File: src/rtl/ram_fsm_pkg.sv
// ----------------------------------------------------------------------------
// ram_fsm_pkg
// Types and constants used by the RAM fill/playback demo (ram_fsm_top).
//   state_e       - sequencer states: IDLE, FILL, PLAY, PAUSE
//   DEPTH_DEF     - default number of RAM words
//   DATA_W_DEF    - default RAM word width (equals the LED count)
//   PRESCALE_DEF  - default clocks per playback step
//   fill_pattern  - value written to each RAM word during FILL
// ----------------------------------------------------------------------------
package ram_fsm_pkg;

   typedef enum logic [1:0] {
      IDLE  = 2'd0,
      FILL  = 2'd1,
      PLAY  = 2'd2,
      PAUSE = 2'd3
   } state_e;

   localparam int DEPTH_DEF    = 16;
   localparam int DATA_W_DEF   = 4;
   localparam int PRESCALE_DEF = 8;

   // Bitwise NOT of the address; the caller truncates to its word width.
   function automatic logic [31:0] fill_pattern(input logic [31:0] addr);
      return ~addr;
   endfunction

endpackage : ram_fsm_pkg

File: src/rtl/ram_sp.sv
// ----------------------------------------------------------------------------
// ram_sp
// Single-port synchronous RAM with a registered read port.
// A read that coincides with a write to the same word returns the old data.
// Ports:
//   clock    in   rising-edge clock
//   we_i     in   write enable
//   addr_i   in   ADDR_W-bit word address (shared by read and write)
//   wdata_i  in   DATA_W-bit write data
//   rdata_o  out  DATA_W-bit read data, one clock after the address
// ----------------------------------------------------------------------------
module ram_sp #(
   parameter int DEPTH  = 16,
   parameter int DATA_W = 4,
   parameter int ADDR_W = 4
) (
   input  logic              clock,
   input  logic              we_i,
   input  logic [ADDR_W-1:0] addr_i,
   input  logic [DATA_W-1:0] wdata_i,
   output logic [DATA_W-1:0] rdata_o
);

   logic [DATA_W-1:0] mem_q [DEPTH];
   logic [DATA_W-1:0] rdata_q;

   // NOTE: the storage array has no reset so it maps onto block/distributed
   // RAM; only control registers elsewhere are reset.
   always_ff @(posedge clock) begin
      if (we_i) begin
         mem_q[addr_i] <= wdata_i;
      end
      rdata_q <= mem_q[addr_i];
   end

   assign rdata_o = rdata_q;

endmodule : ram_sp

File: src/rtl/ram_fsm_top.sv
// ----------------------------------------------------------------------------
// ram_fsm_top
// Fills a small single-port RAM with the pattern ~addr, then plays it back on
// the LEDs, one word every PRESCALE clocks. i_enable starts the fill and
// run/pauses playback; o_led_r is lit while playback is stopped.
// Ports:
//   clock     in   board clock, rising edge
//   i_reset   in   synchronous reset, active low
//   i_enable  in   run/pause request, sampled every clock
//   o_leds    out  DATA_W-bit registered RAM word on the LEDs
//   o_led_r   out  registered status LED (1 in IDLE/PAUSE, 0 in FILL/PLAY)
// Build option:
//   PAUSE_BLINK_EN - when defined, o_led_r blinks every PRESCALE clocks in
//                    PAUSE and playback resumes with the prescaler cleared.
// ----------------------------------------------------------------------------
module ram_fsm_top
   import ram_fsm_pkg::*;
#(
   parameter int DEPTH    = DEPTH_DEF,
   parameter int DATA_W   = DATA_W_DEF,
   parameter int PRESCALE = PRESCALE_DEF
) (
   input  logic              clock,
   input  logic              i_reset,
   input  logic              i_enable,
   output logic [DATA_W-1:0] o_leds,
   output logic              o_led_r
);

   localparam int AW = (DEPTH    > 1) ? $clog2(DEPTH)    : 1;
   localparam int CW = (PRESCALE > 1) ? $clog2(PRESCALE) : 1;

   localparam logic [AW-1:0] ADDR_ONE  = AW'(1);
   localparam logic [AW-1:0] ADDR_LAST = AW'(DEPTH - 1);
   localparam logic [CW-1:0] CNT_ONE   = CW'(1);
   localparam logic [CW-1:0] CNT_LAST  = CW'(PRESCALE - 1);

   state_e            state_q, state_d;
   logic [AW-1:0]     addr_q,  addr_d;
   logic [CW-1:0]     cnt_q,   cnt_d;
   logic [DATA_W-1:0] leds_q,  leds_d;
   logic              led_r_q, led_r_d;

   logic              ram_we;
   logic [DATA_W-1:0] ram_wdata;
   logic [DATA_W-1:0] ram_rdata;

   // The RAM reads addr_q every clock. addr_q is stable for a whole step, so
   // by the step edge ram_rdata already holds mem[addr_q]; this hides the
   // one-clock read latency (needs PRESCALE >= 2).
   ram_sp #(
      .DEPTH  (DEPTH),
      .DATA_W (DATA_W),
      .ADDR_W (AW)
   ) u_ram (
      .clock   (clock),
      .we_i    (ram_we),
      .addr_i  (addr_q),
      .wdata_i (ram_wdata),
      .rdata_o (ram_rdata)
   );

   // NOTE: every signal driven here gets a default first, so no path through
   // the case statement can leave one unassigned and infer a latch.
   always_comb begin
      state_d   = state_q;
      addr_d    = addr_q;
      cnt_d     = cnt_q;
      leds_d    = leds_q;
      ram_we    = 1'b0;
      ram_wdata = DATA_W'(fill_pattern(32'(addr_q)));

      unique case (state_q)
         IDLE: begin
            if (i_enable) begin
               state_d = FILL;
               addr_d  = '0;
            end
         end

         // i_enable is deliberately ignored: a fill always runs to the end.
         FILL: begin
            ram_we = 1'b1;
            addr_d = addr_q + ADDR_ONE;
            if (addr_q == ADDR_LAST) begin
               state_d = PLAY;
               addr_d  = '0;
               cnt_d   = '0;
            end
         end

         PLAY: begin
            if (!i_enable) begin
               // Pausing edge: no count, no step.
               state_d = PAUSE;
`ifdef PAUSE_BLINK_EN
               cnt_d   = '0;
`endif
            end else if (cnt_q == CNT_LAST) begin
               leds_d = ram_rdata;
               addr_d = addr_q + ADDR_ONE;   // wraps since DEPTH is 2**AW
               cnt_d  = '0;
            end else begin
               cnt_d  = cnt_q + CNT_ONE;
            end
         end

         PAUSE: begin
            if (i_enable) begin
               state_d = PLAY;
`ifdef PAUSE_BLINK_EN
               cnt_d   = '0;
`endif
            end
`ifdef PAUSE_BLINK_EN
            else begin
               // Counter free-runs only to time the blink.
               cnt_d = (cnt_q == CNT_LAST) ? '0 : cnt_q + CNT_ONE;
            end
`endif
         end

         default: state_d = IDLE;
      endcase

      // Status LED follows the state being entered, so it changes on the
      // same edge as the transition.
      led_r_d = (state_d == IDLE) || (state_d == PAUSE);
`ifdef PAUSE_BLINK_EN
      if ((state_q == PAUSE) && (state_d == PAUSE)) begin
         led_r_d = (cnt_q == CNT_LAST) ? ~led_r_q : led_r_q;
      end
`endif
   end

   // NOTE: state registers use non-blocking assignments so every register
   // samples the pre-edge values regardless of statement order.
   always_ff @(posedge clock) begin
      if (!i_reset) begin
         state_q <= IDLE;
         addr_q  <= '0;
         cnt_q   <= '0;
         leds_q  <= '0;
         led_r_q <= 1'b1;
      end else begin
         state_q <= state_d;
         addr_q  <= addr_d;
         cnt_q   <= cnt_d;
         leds_q  <= leds_d;
         led_r_q <= led_r_d;
      end
   end

   assign o_leds  = leds_q;
   assign o_led_r = led_r_q;

endmodule : ram_fsm_top

File: config.mk
export PLATFORM = sky130hd
export DESIGN_NAME = ram_fsm_top
export DESIGN_NICKNAME = d
export VERILOG_FILES = /design/src/rtl/ram_fsm_pkg.sv /design/src/rtl/ram_sp.sv /design/src/rtl/ram_fsm_top.sv
export SDC_FILE = /design/constraint.sdc
export NUM_CORES = 1
export LEC_CHECK = 0
export BUFFER_PORTS_ARGS = -buffer_cell sky130_fd_sc_hd__buf_4
export CAP_MARGIN = 0
export CORE_ASPECT_RATIO = 0.5
export CORE_UTILIZATION = 50
export CTS_CLUSTER_DIAMETER = 100
export DETAILED_ROUTE_END_ITERATION = 16
export HOLD_SLACK_MARGIN = 0.1
export PLACE_DENSITY = 0.69
export SYNTH_ARGS = -nofsm -noshare
export SYNTH_HDL_FRONTEND = slang
export SYNTH_SLANG_ARGS = --single-unit
File: constraint.sdc
create_clock -name clock -period 1.7 [get_ports clock]
set_input_delay 0.085 -clock clock [delete_from_list [all_inputs] [get_ports clock]]
set_output_delay 0.085 -clock clock [all_outputs]
set_load 0.03 [all_outputs]
# Yosys cells after proc, flatten, opt, wreduce, memory -nomap -nowiden
# Memory sizes are Yosys's and may differ from the RTL's. A register that Yosys moved wholly into a read port is not among the register bits.
# Index checks and enable logic that the tools add are counted.
dict set report op_classes {
  n_addsub 2
  reduce_logical 8
  n_bitwise 1
  n_eq_ne 10
  n_mux 17
}
# operator n
set op_table {}
lappend op_table {{4-bit 2-to-1 mux} 4}
lappend op_table {{4-bit case mux with 3 select lines} 1}
lappend op_table {{3-bit 2-to-1 mux} 3}
lappend op_table {{2-bit 2-to-1 mux} 4}
lappend op_table {{2-bit inequality test (second input constant)} 4}
lappend op_table {{2-bit case mux with 4 select lines} 1}
lappend op_table {{2-bit == test (second input constant)} 3}
lappend op_table {{3-bit case mux with 2 select lines} 1}
lappend op_table {{3-bit AND reduction} 2}
lappend op_table {{4-bit by 1-bit adder with 4-bit output (second input constant)} 1}
lappend op_table {{4-bit == test (second input constant)} 1}
lappend op_table {{2-bit logical NOT} 2}
lappend op_table {{4-bit inverter} 1}
lappend op_table {{4-bit AND reduction} 1}
lappend op_table {{3-bit by 1-bit adder with 3-bit output (second input constant)} 1}
lappend op_table {{3-bit == test (second input constant)} 1}
lappend op_table {{1-bit 2-to-1 mux} 3}
lappend op_table {{3-bit nonzero test} 1}
lappend op_table {{2-bit by 1-bit == test with 1-bit output (second input constant)} 1}
lappend op_table {{2-bit nonzero test} 1}
lappend op_table {{1-bit logical OR} 1}
dict set report totals {
  ramBits 64
  wordCells 44
  input_bits 3
  output_inout_bits 5
  mem_count 1
  reg_bits 14
}
# memory words width rd rd_ports_with_merged_regs write_ports line
set memory_table {}
lappend memory_table {u_ram.mem_q 16 4 1 1 1 ram_sp.sv:24} ;# logic [DATA_W-1:0] mem_q [DEPTH];

# Depth between registers and ports, before layout
dict set report logic_depth {
  depth_word 5
  mapped_depth 7
  depth_no_buf 6
}

# By module
# From an unflattened synthesis, not the netlist that was laid out.
dict set report hier_totals {
  cells_unflattened 222
  hier_area_um2 3499.6
}
# module cells_each n_inst area_each_um2 seq_area_each_um2
set by_module_without_submodules {}
lappend by_module_without_submodules {ram_sp 133 1 2658.8 2001.9}
lappend by_module_without_submodules {ram_fsm_top 89 1 840.8 280.3}

# Worst setup path before layout
# OpenSTA, ideal clock, no wires.
dict set report synth_path {
  path_type {reg2reg}
  startpoint {reg state_q[1]}
  endpoint {mem u_ram.mem_q[2][0], enable pin}
  stages_incl_launch_ff 6
  slack_ps -82
  setup_ps 361
  n_path_buf 1
  t_arrival_ps 1421
  path_cell_list {dfxtp_1 > inv_1 > ha_1 > clkbuf_1 > nand2_1 > nor3_1}
}
dict set report synth_via {
  elab_chain_len 4
}
# item line
set synth_lines {}
lappend synth_lines {{start, declared} ram_fsm_top.sv:38} ;# state_e state_q, state_d;
lappend synth_lines {{start signal, assigned} ram_fsm_top.sv:146} ;# state_q <= state_d;
lappend synth_lines {{2-bit by 1-bit == test with 1-bit output} ram_fsm_top.sv:73} ;# unique case (state_q)
lappend synth_lines {{1-bit 2-to-1 mux} ram_fsm_top.sv:73}
lappend synth_lines {{1-bit 2-to-1 mux} ram_sp.sv:30} ;# if (we_i) begin
lappend synth_lines {{1-bit 2-to-1 mux (implied by the code)} ram_sp.sv:31} ;# mem_q[addr_i] <= wdata_i;
lappend synth_lines {{end, declared} ram_sp.sv:24}
# No other way between the ends.

==> run metrics <==
vias 2151; IO buf count 7; setup tns final -258 ps; core area 6810 um2; pwr dens 1110 nW/um2; Area after DPL ~4000 um2; largest net degree at the start of global routing 18; Final HPWL DP 4.93 mm; Multi-input gate area 1280 um2; clock power share 37.7%; count of cell types in the netlist 42; post-route total power between 4 and 5 mW; Sw Share 26.1%; Worst Path Arrival ~2000 ps; Finished Cell Area 4470 um2; min Tclk post-route 1760 ps; drt first pass iters 6; nets 290; post-synth top area cell edfxtp_1; Starting Density 52.6%; FF+latch count, synth a little over 80; clock buffer depth 2; DR iter-0 viols 145; CTS tree done; root buffer cell clkbuf_16; final setup margin -64.0 ps; drt total wl 7.61 mm; Die Area roughly 7500 um2; CP Class flip-flop to flip-flop; status complete, but fails checks; Post-Synthesis Cells 220; Congestion Overflow GR 0; Ant. Diodes 0; fin. max-slew vios 0; max-cap violation count 0; cts bufs inserted 9; fin util 65.7%; vias in the first global route 2062; Clock transition at path regs 60 ps; share of synthesized area occupied by flip-flops and latches 63.7%; fraction of registers with async set/reset 0%; required time worst endpoint 1920 ps; Post-synth EDFFs 64; later-pin clock latency in the skew report 340 ps; sequential standard cell area 2290 um2; share of total power in combinational logic 17.1%; DIE HEIGHT 61.8 um; worst hold slack 124 ps; Top Ports 8; Setup violations, final 6; syn nets approximately 240; post-synth top area share between 50% and 60%; ys flop type edfxtp_1; min-delay worst type input pin to flip-flop; Fillers 454; GP Congestion 0.845; Worst Tran Pin Value 370 ps; Hold Violations, Final 0; RSZ-0062 raised after global routing true; Static Leak 1.68 nW; violated checks negative setup slack; CP Max Fanout 8; P&R area growth vs syn 24.9%; Fmax 0.567 GHz; relative slew slack 75.1%; P_int 3.68 mW; Peak VDD IR 696 uV; # clock sinks 82; Crit. End Element flip-flop; share of layout cells above drive strength 1 38.4%; DRT antenna net count 0; Avg Inst Size Synth about 16 um2; total global-route track usage 22.1%; WL per Instance 20.5 um; first-pass GRT wire length 11.2 mm; switching power 1.30 mW; initial antenna violation count 0; die width 122 um; clk_skew 6.11 ps; period utilisation layout 104%; floorplan row count 21; CP Launch Type flip-flop; sequential share of power between 40% and 50%; Area contributors post-synth edfxtp_1, mux4_1, dfxtp_1, ha_1, mux4_2; number of synthesis warnings 0; detailed-route DRC error count 0; DR vias/cell 5.80; H-Tree Level Count 3; Mapped Area 3580 um2
==> cells by family after synthesis <==
family,share of synthesized area [%]
adders and majority gates,4.54
DFF,63.7
AOI/OAI and AO/OA,4.93
and+or+nand+nor,8.42
xor gates and xnor gates,0.245
buffers and inverters,2.48
muxes,15.7
==> state kept, by name, summed over array words and instances (netlist names) <==
name           cells
cnt_q              3
o_leds             4
addr_q             4
u_ram.mem_q       64
u_ram.rdata_o      4
state_q            2
o_led_r            1
==> area by class of cell <==
class / count / share of cell area, %
flip-flops and latches: 82 / 51.2
multi-input cells: 119 / 28.6
repair buffers: 54 / 10.4
clock buffers: 9 / 5.03
well taps: 92 / 2.57
clock inverters: 7 / 1.48
inverters: 8 / 0.671
==> routing by layer <==
layer	share of wire, %	track usage, %	vias up
met4	3.0	11.3	0
li1	-	-	966
met1	42	26.8	1075
met3	7.0	8.30	19
met2	48	35.9	91
met5	0	0	-
==> placed cells by master (no fill, tap or decap), drive strengths merged, types with 2 or more instances in the layout <==
| master | n |
|---|---|
| nand4 | 2 |
| clkbuf | 10 |
| clkinvlp | 2 |
| a211oi | 3 |
| a21oi | 2 |
| mux2i | 5 |
| nand2 | 10 |
| or4b | 2 |
| inv | 13 |
| and3 | 2 |
| dfxtp | 18 |
| a21boi | 4 |
| nor2 | 14 |
| nand3 | 3 |
| nor3b | 2 |
| nor3 | 6 |
| o21a | 2 |
| o21ai | 4 |
| mux4 | 20 |
| edfxtp | 64 |
| buf | 52 |
| ha | 13 |
| o31ai | 3 |
| nor2b | 9 |
==> synthesized netlist by cell type, types with 3 or more instances <==
cell type and count:
mux4_2 4, dfxtp_1 18, nand2_1 10, nor2b_1 9
o21ai_0 3, mux4_1 16, nor3_1 6, nand3_1 3
a21boi_1 3, edfxtp_1 64, clkbuf_1 7, inv_1 7
ha_1 13, o31ai_1 3, mux2i_1 5, nor2_1 14
==> worst paths after layout <==
kind | from | end | slack [ps] | depth (start not counted)
worst max-delay path | addr_q[0]$_SDFFE_PN0P_ | u_ram.rdata_o[2]$_DFF_P_ | -60 | 3
worst min-delay path | i_enable | state_q[1]$_SDFF_PN0_ | 120 | 3
worst max register to register | addr_q[0]$_SDFFE_PN0P_ | u_ram.rdata_o[2]$_DFF_P_ | -60 | 3
worst min register to register | u_ram.rdata_o[1]$_DFF_P_ | o_leds[1]$_SDFFE_PN0P_ | 500 | 2
==> power groups by stage <==
stage | clock (mW) | combinational [mW] | sequential [mW]
2_1_floorplan | 0 | 0.431 | 2.30
3_3_place_gp | 0 | 0.689 | 2.30
3_5_place_dp | 0 | 0.713 | 2.30
4_1_cts | 1.90 | 0.799 | 2.24
5_1_grt | 1.97 | 0.919 | 2.26
6_report | 1.87 | 0.851 | 2.25
==> metrics by stage <==
step	worst slack (ps)	instances
3_5_place_dp	-299	346
6_report	-64.0	371
2_1_floorplan	34.7	220
3_3_place_gp	-256	346
5_1_grt	-80.3	371
4_1_cts	-53.6	368
==> what timing repair did <==
item | 4_1_cts | 5_1_grt
pin swaps | 3 | 4
setup endpoints to repair | 77 | 37
setup buffers | 5 | 2
endpoints found under the hold margin | 11 | 0
gates resized for setup | 22 | 15
gates cloned | 0 | 1
hold buffers | 1 | 0
==> critical path, cell delays in order, from the launching register on <==
cell and delay (ps):
dfxtp_4 450, buf_12 150, mux4_1 570, mux4_2 470
(Power assumes the default switching activity.)
